==> config.mk <==
export PLATFORM = sky130hd
export DESIGN_NAME = mda_motor_pwm_gen
export DESIGN_NICKNAME = d
export VERILOG_FILES = /design/src/rtl/mda_motor_pwm_gen.sv
export SDC_FILE = /design/constraint.sdc
export NUM_CORES = 1
export LEC_CHECK = 0
export CAP_MARGIN = 15
export CORE_MARGIN = 2
export CORE_UTILIZATION = 28
export DETAILED_ROUTE_END_ITERATION = 8
export PLACE_DENSITY_LB_ADDON = 0.05
export SYNTH_ARGS = -nofsm -noshare
export SYNTH_HDL_FRONTEND = slang
export SYNTH_HIERARCHICAL = 1
export SYNTH_SLANG_ARGS = --single-unit
==> constraint.sdc <==
create_clock -name clk -period 2.6 [get_ports clk]
set_input_delay 0.52 -clock clk [delete_from_list [all_inputs] [get_ports clk]]
set_output_delay 0.52 -clock clk [all_outputs]
set_load 0.03 [all_outputs]
==> src/rtl/mda_motor_pwm_gen.sv <==
// Per-motor PWM/direction generator for BTS7960 half-bridges with boundary-aligned duty updates and reversal dead time.
// Optional write-inactivity watchdog enabled by defining MDA_MOTOR_WATCHDOG_EN.

module mda_motor_pwm_ch #(
  parameter int CW           = 12,
  parameter int DEAD_PERIODS = 2
) (
  input  logic          clk,
  input  logic          reset_n,
  input  logic [CW-1:0] cnt,
  input  logic          bnd,
  input  logic          wr,
  input  logic [13:0]   cmd,
  input  logic          clr,
  output logic [3:0]    gpio,
  output logic          dead
);
  localparam int DW = $clog2(DEAD_PERIODS + 1);
  localparam int XW = (CW > 12) ? CW : 12;

  localparam logic [1:0] IDLE    = 2'd0;
  localparam logic [1:0] RUN_FWD = 2'd1;
  localparam logic [1:0] RUN_REV = 2'd2;
  localparam logic [1:0] DEAD    = 2'd3;

  typedef struct packed {
    logic        dir;
    logic        en;
    logic [11:0] duty;
  } cmd_t;

  cmd_t          shadow, act;
  logic [1:0]    state;
  logic [DW-1:0] dcnt;
  logic [XW-1:0] cnt_x, duty_x;
  logic          raw;

  always_ff @(posedge clk or negedge reset_n) begin
    if (!reset_n)  shadow <= '0;
    else if (wr)   shadow <= cmd_t'(cmd);
    else if (clr)  shadow <= '0;
  end

  // The FSM decides on the value being loaded into act on this same boundary.
  always_ff @(posedge clk or negedge reset_n) begin
    if (!reset_n) begin
      act   <= '0;
      state <= IDLE;
      dcnt  <= '0;
    end else if (bnd) begin
      act <= shadow;
      case (state)
        IDLE: begin
          if (shadow.en) state <= shadow.dir ? RUN_REV : RUN_FWD;
        end
        RUN_FWD: begin
          if (!shadow.en) state <= IDLE;
          else if (shadow.dir && shadow.duty != '0) begin
            state <= DEAD;
            dcnt  <= DW'(DEAD_PERIODS);
          end
        end
        RUN_REV: begin
          if (!shadow.en) state <= IDLE;
          else if (!shadow.dir && shadow.duty != '0) begin
            state <= DEAD;
            dcnt  <= DW'(DEAD_PERIODS);
          end
        end
        default: begin
          if (!shadow.en) state <= IDLE;
          else if (dcnt <= DW'(1)) begin
            state <= shadow.dir ? RUN_REV : RUN_FWD;
            dcnt  <= '0;
          end else dcnt <= dcnt - DW'(1);
        end
      endcase
    end
  end

  assign cnt_x  = XW'(cnt);
  assign duty_x = XW'(act.duty);
  assign raw    = cnt_x < duty_x;

  always_ff @(posedge clk or negedge reset_n) begin
    if (!reset_n) begin
      gpio <= '0;
      dead <= 1'b0;
    end else begin
      gpio <= {raw & (state == RUN_FWD || state == RUN_REV),
               raw & (state == RUN_FWD),
               raw & (state == RUN_REV),
               state != IDLE};
      dead <= state == DEAD;
    end
  end
endmodule

module mda_motor_pwm_gen #(
  parameter int NUM_MOTORS   = 8,
  parameter int PERIOD       = 2500,
  parameter int DEAD_PERIODS = 2,
  parameter int WDOG_CYCLES  = 50_000_000
) (
  input  logic                          clk,
  input  logic                          reset_n,
  input  logic                          wr_en,
  input  logic [$clog2(NUM_MOTORS)-1:0] wr_addr,
  input  logic [15:0]                   wr_data,
  output logic [4*NUM_MOTORS-1:0]       gpio_out,
  output logic [NUM_MOTORS-1:0]         dead_active,
  output logic                          wdog_trip
);
  localparam int AW = $clog2(NUM_MOTORS);
  localparam int CW = $clog2(PERIOD);

  logic [CW-1:0]                cnt;
  logic                         bnd;
  logic                         wd_clr;
  logic [NUM_MOTORS-1:0][3:0]   gpio;
  logic [13:0]                  cmd;
  logic [1:0]                   unused_bits;

  assign bnd         = cnt == CW'(PERIOD - 1);
  assign cmd         = {wr_data[15:14], wr_data[11:0]};
  assign unused_bits = wr_data[13:12];
  assign gpio_out    = gpio;

  always_ff @(posedge clk or negedge reset_n) begin
    if (!reset_n)  cnt <= '0;
    else if (bnd)  cnt <= '0;
    else           cnt <= cnt + CW'(1);
  end

`ifdef MDA_MOTOR_WATCHDOG_EN
  localparam int WW = $clog2(WDOG_CYCLES + 1);
  logic [WW-1:0] wcnt;

  // Any strobe counts as activity, even to an out-of-range address.
  always_ff @(posedge clk or negedge reset_n) begin
    if (!reset_n) begin
      wcnt      <= '0;
      wdog_trip <= 1'b0;
    end else if (wr_en) begin
      wcnt      <= '0;
      wdog_trip <= 1'b0;
    end else if (wcnt != WW'(WDOG_CYCLES)) begin
      wcnt <= wcnt + WW'(1);
      if (wcnt == WW'(WDOG_CYCLES - 1)) wdog_trip <= 1'b1;
    end
  end

  assign wd_clr = !wr_en && (wcnt == WW'(WDOG_CYCLES - 1));
`else
  logic [31:0] unused_wdog;
  assign unused_wdog = WDOG_CYCLES;
  assign wdog_trip   = 1'b0;
  assign wd_clr      = 1'b0;
`endif

  for (genvar m = 0; m < NUM_MOTORS; m++) begin : g_ch
    mda_motor_pwm_ch #(
      .CW           (CW),
      .DEAD_PERIODS (DEAD_PERIODS)
    ) u_ch (
      .clk     (clk),
      .reset_n (reset_n),
      .cnt     (cnt),
      .bnd     (bnd),
      .wr      (wr_en && wr_addr == AW'(m)),
      .cmd     (cmd),
      .clr     (wd_clr),
      .gpio    (gpio[m]),
      .dead    (dead_active[m])
    );
  end
endmodule

Yosys cells after proc, flatten, opt, wreduce, memory -nomap -nowiden
Index checks and enable logic that the tools add are counted.
- bits in registers: 292
- bits in latches: 0
- RAM bits: 0
- memory bits (read-only): 0
- bits of input ports: 22
- word-level logic and storage cells: 412
- memories kept: 0
- add/sub/neg operators: 9
- multiply operators: 0
- div/mod/pow operators: 0
- order comparisons: 16
- equal/unequal tests: 80
- shift operators: 0
- muxes and demuxes: 129
- bitwise logic cells: 32
- reduce and logical (&&, ||, !) cells: 81
- operator list (operator ; number):
    2-to-1 mux 2 bit ; 112
    < comparator 12 bit ; 8
    one-hot mux 2 bit (3 select lines) ; 16
    nonzero test 12 bit ; 8
    AND reduction 5 bit ; 16
    != test 2 x 1 -> 1 bit (second input constant) ; 24
    != test 3 bit (second input constant) ; 16
    != test 5 bit (second input constant) ; 8
    equality test 2 bit (second input constant) ; 16
    bitwise AND 1 bit ; 24
    logical AND 1 bit ; 24
    equality test 2 x 1 -> 1 bit (second input constant) ; 8
    less-or-equal comparator 2 x 1 -> 1 bit (second input constant) ; 8
    zero test 2 bit ; 8
    nonzero test 2 bit ; 8
    subtractor 2 x 1 -> 2 bit (second input constant) ; 8
    adder 12 x 1 -> 12 bit (second input constant) ; 1
    equality test 12 bit (second input constant) ; 1
    equality test 3 bit (second input constant) ; 4
    2-to-1 mux 12 bit ; 1
    zero test 1 bit ; 8
    logical OR 1 bit ; 8
    inverter 1 bit ; 8
    equality test 3 x 2 -> 1 bit (second input constant) ; 2
    other kinds (2) ; 2

Longest topological paths before layout
- word-level depth: 5
- depth in mapped cells: 7
- depth with buffers taken out: 6

Cells and area by module
The synthesis kept the hierarchy.
- modules (own cells, without submodules) (module ; times used ; cells each ; area each (um^2) ; sequential area each (um^2)):
    mda_motor_pwm_ch ; 8 ; 158 ; 1710.4 ; 875.8
    mda_motor_pwm_gen ; 1 ; 66 ; 648.1 ; 300.3

Worst setup path after synthesis
No wires, ideal clock.
- path kind: register to register
- start: reg cnt[4]
- end: reg g_ch[0].u_ch.state[0]
- setup time: 125 ps
- arrival time: 2309 ps
- path slack: 166 ps
- cell stages (with the launch flop): 7
- buffers on the path: 1
- clock period less this slack: 2434 ps
- cell sequence: dfrtp_1 or3_1 nor4_4 clkbuf_1 o2111ai_1 o21ai_2 mux2_4
- cells in the longest elaborated chain, start to end: 2
- RTL lines (item ; RTL line ; RTL):
    start, declared ; 117 ; logic [CW-1:0] cnt;
    start signal, assigned ; 132 ; else cnt <= cnt + CW'(1);
    equality test 12 bit ; 124 ; assign bnd = cnt == CW'(PERIOD - 1);
    named net bnd ; 118 ; logic bnd;
    AND reduction 5 bit (no source line) ; n/a ;
    end signal, assigned ; 54 ; if (shadow.en) state <= shadow.dir ? RUN_REV : RUN_FWD;
    end signal, assigned ; 73 ; state <= shadow.dir ? RUN_REV : RUN_FWD;
    end, declared ; 33 ; logic [1:0] state;
The timed path passes the listed nets, and every way through them passes these cells.
A chain may end at the register's enable or synchronous reset.

Final worst setup path
- start: reg cnt[0]
- end: reg g_ch[1].u_ch.dcnt[0]
- cells in the longest elaborated chain, start to end: 2
- RTL lines (item ; RTL line ; RTL):
    equality test 12 bit ; 124 ;
    named net bnd ; 118 ;
    AND reduction 5 bit (no source line) ; n/a ;
    end signal, assigned ; 60 ; dcnt <= DW'(DEAD_PERIODS);
    end signal, assigned ; 67 ; dcnt <= DW'(DEAD_PERIODS);
    end signal, assigned ; 75 ; end else dcnt <= dcnt - DW'(1);
    end, declared ; 34 ; logic [DW-1:0] dcnt;
The timed path passes the listed nets, and every way through them passes these cells.

==> impl_results.md <==
* Status: complete, no violations
* FILL cells at just over 5000
* Post-Route WL at 41700 um
* Final core occ at between 30 and 40%
* DIE WIDTH at about 230 um
* Worst skew pair latency at roughly 0.55 ns
* DR WL/cell at between 15 and 20 um
* Antenna-violating nets left at 0
* RSZ-0062 raised after global routing: false
* Nets@finish at ~1600
* Synth warn at 6
* Worst hold path type: primary input to asynchronous set/reset pin
* Minimum clock period after layout at roughly 2.3 ns
* IO buf count at around 60
* Post-synth EDFFs at 0
* Global-route usage over all layers at around 16%
* Layout cells sized above 1 at roughly an eighth
* Pins Over Slew Limit at 0
* Worst Tran Pin Value at slightly above 1 ns
* Period utilization at between 80% and 90%
* Vias in the first global route at approximately 10000
* Initial Util at 28.45%
* Power Density at 598.5 mW/mm^2
* Area delta synth->final at 21.47%
* Sequential cell area fraction in the yosys report at between 50% and 60%
* Placed instance area at ~0.016 mm^2
* Htree depth at 2
* CP startpoint kind: flip-flop
* Compound-gate portion of the synthesized area at ~17%
* CTS buffer count at 39
* Routed vias/inst at 4.680
* FP Rows at 82
* Maximum vdd drop at approximately 0.36 mV
* CP endpoint kind: flip-flop
* Fmax at approximately 440 MHz
* Setup Buffers After CTS at 0
* Asr flop ratio synth at 100.0%
* Synth Area in XOR/XNOR at less than 1%
* CP Data Required Time at just over 3 ns
* Cell area after layout at 0.01741 mm^2
* Post-synthesis cell type count at 45
* Ant. Diodes at 0
* Leak at a little under 8 nW
* CP max FO at 18
* Clock-pin slew on the worst setup and hold paths at roughly 0.050 ns
* #FFs+latches synth at just under 300
* RePlAce Congestion at between 0.7 and 0.8
* Core area at just over 0.05 mm^2
* DR vias at approximately 10000
* Worst slew margin at 31.23%
* Grt total ovfl at 0
* Simple-gate share of the synthesized area at a little under an eighth
* Final worst setup slack at between 0.3 and 0.4 ns
* # clock sinks at between 200 and 300
* Syn Std Cell Area at approximately 0.014 mm^2
* CTS max path bufs at 3
* Synth Area in Adders at 10.56%
* Critical path class: flip-flop to flip-flop
* TNS Setup at 0 ns
* Worst slack, placed at 0.04475 ns
* First-pass GRT wire length at ~65000 um
* CTS tree: done
* Largest family of logic cells by synthesized area: compound AO/OA/AOI/OAI gates
* Mean Syn Cell Area at about 11 um^2
* Setup-failing EPs final at 0
* Root Buffer: clkbuf_16
* Mux contribution to synthesized area at around 4%
* DRC violations left at 0
* Hold Vio Cnt, Final at 0
* Die height at approximately 230 um
* Skew final at roughly 0.017 ns
* Post-Synthesis Cells at roughly 1300
* DRT iter0 DRCs at about 680
* Initial antenna violation count at 0
* Pre-antenna DRT Iters at 6
* Pin count of the biggest net entering global routing at 70
* Die area at roughly 0.053 mm^2
* Max-cap viol count at 0
* DP HPWL at around 27000 um
* Worst path arrival time at 2.72 ns
* Ports at 63
* Ys flop type: dfrtp_1
[synthesized netlist by cell type (9+ instances only)]
cell      instances  area [um^2]
dfrtp_1         292         7307
inv_1           152        570.6
nand2_1         141        529.3
o21ai_0         123        615.6
ha_1            121         1514
a22o_1           88        770.7
nor2_1           49        183.9
clkbuf_1         40        150.1
nor3_1           28        140.1
a21oi_1          27        135.1
mux2i_1          24        240.2
nand3_1          21        105.1
nand2b_1         20        125.1
mux2_4           16        240.2
nor4_2           16        200.2
nand4_1           9        56.30
o31ai_1           9        67.56
[report_power, final]
part | switching (mW) | leakage, nW | total [mW] | internal, mW
Clock | 2.03 | 0.626 | 5.32 | 3.28
Sequential | 0.0666 | 4.04 | 4.67 | 4.61
Combinational | 0.285 | 3.19 | 0.428 | 0.143
[logic make-up (layout without fill, tap and decap cells)]
logic type	Yosys count	in the layout
other	1	25
AND/OR/NAND/NOR	317	317
XOR/XNOR	6	6
adder cells (fa/ha/maj)	121	121
buffers and inverters	201	327
multiplexers	48	48
AO/OA/AOI/OAI	344	344
flip-flops	292	292
[worst paths after layout]
kind	from	to	slack, ns	depth (start not counted)
hold reg to reg	g_ch[2].u_ch/duty_x[0]	g_ch[2].u_ch/duty_x[0]	0.50	1
max in group asynchronous	reset_n	g_ch[7].u_ch/state[0]	1.38	3
hold / removal	reset_n	g_ch[2].u_ch/gpio[1]	0.48	2
setup reg to reg	cnt[0]	g_ch[1].u_ch/dcnt[0]	0.31	7
setup / recovery	cnt[0]	g_ch[1].u_ch/dcnt[0]	0.31	7
min in group clk	g_ch[2].u_ch/duty_x[0]	g_ch[2].u_ch/duty_x[0]	0.50	1
[worst max-delay path, stage by stage, from the launching register on]
cell and delay, ns:
dfrtp_1 0.34, ha_1 0.31, nand2b_1 0.13, nor4_4 0.31, buf_4 0.36, nand3_1 0.19, nor3_2 0.21, mux2_4 0.32
[cell usage in the layout (no fill, tap or decap), types with 9 or more instances in the layout]
master	synthesis	routed
o21ai_0	123	123
inv_1	152	152
conb_1	1	25
nand4_1	9	9
mux2i_1	24	24
mux2_4	16	16
nor4_2	16	16
buf_4	1	47
nor2_1	49	49
clkdlybuf4s50_1	0	58
nand2_1	141	141
ha_1	121	121
dfrtp_1	292	292
clkbuf_8	0	9
o31ai_1	9	9
nand3_1	21	21
a22o_1	88	88
clkbuf_16	0	41
nand2b_1	20	20
nor3_1	28	26
a21oi_1	27	27
nor3_2	8	10
[sequential cells by signal, indices dropped and copies added (netlist names)]
signal            count
cnt                  12
g_ch.u_ch/dcnt       16
g_ch.u_ch/state      16
g_ch.u_ch/gpio       32
g_ch.u_ch/duty_x     96
g_ch.u_ch/dead        8
g_ch.u_ch/shadow    112
[per-layer routing]
metal / GRT usage (%) / routed length, um
met5: 0 / 0
met4: 4.879 / 960
met3: 2.232 / 1209
met2: 24.70 / 18200
met1: 23.94 / 21330
[what timing repair did]
| item | 4_1_cts | 5_1_grt |
|---|---|---|
| gates resized for setup | 0 | 0 |
| endpoints found under the hold margin | 37 | 0 |
| hold buffers | 1 | 0 |
[per-stage QoR]
stage          power, mW  hold slack [ns]  std cells
5_1_grt            10.83           0.4933       2152
3_5_place_dp       5.199           0.4548       2089
2_1_floorplan      4.883           0.2244       1354
4_1_cts            10.65           0.4630       2152
3_3_place_gp       5.200           0.4580       2089
6_report           10.42           0.4757       2152
[final cells by class]
type	instances	area (um^2)	share of cell area [%]
clock buffers	54	1165	6.692
clock inverters	8	90.09	0.5175
inverters	152	570.5	3.278
multi-input cells	861	6356	36.51
flip-flops and latches	292	7307	41.98
well taps	672	840.8	4.830
repair buffers	113	1079	6.196
(Power assumes the default switching activity.)
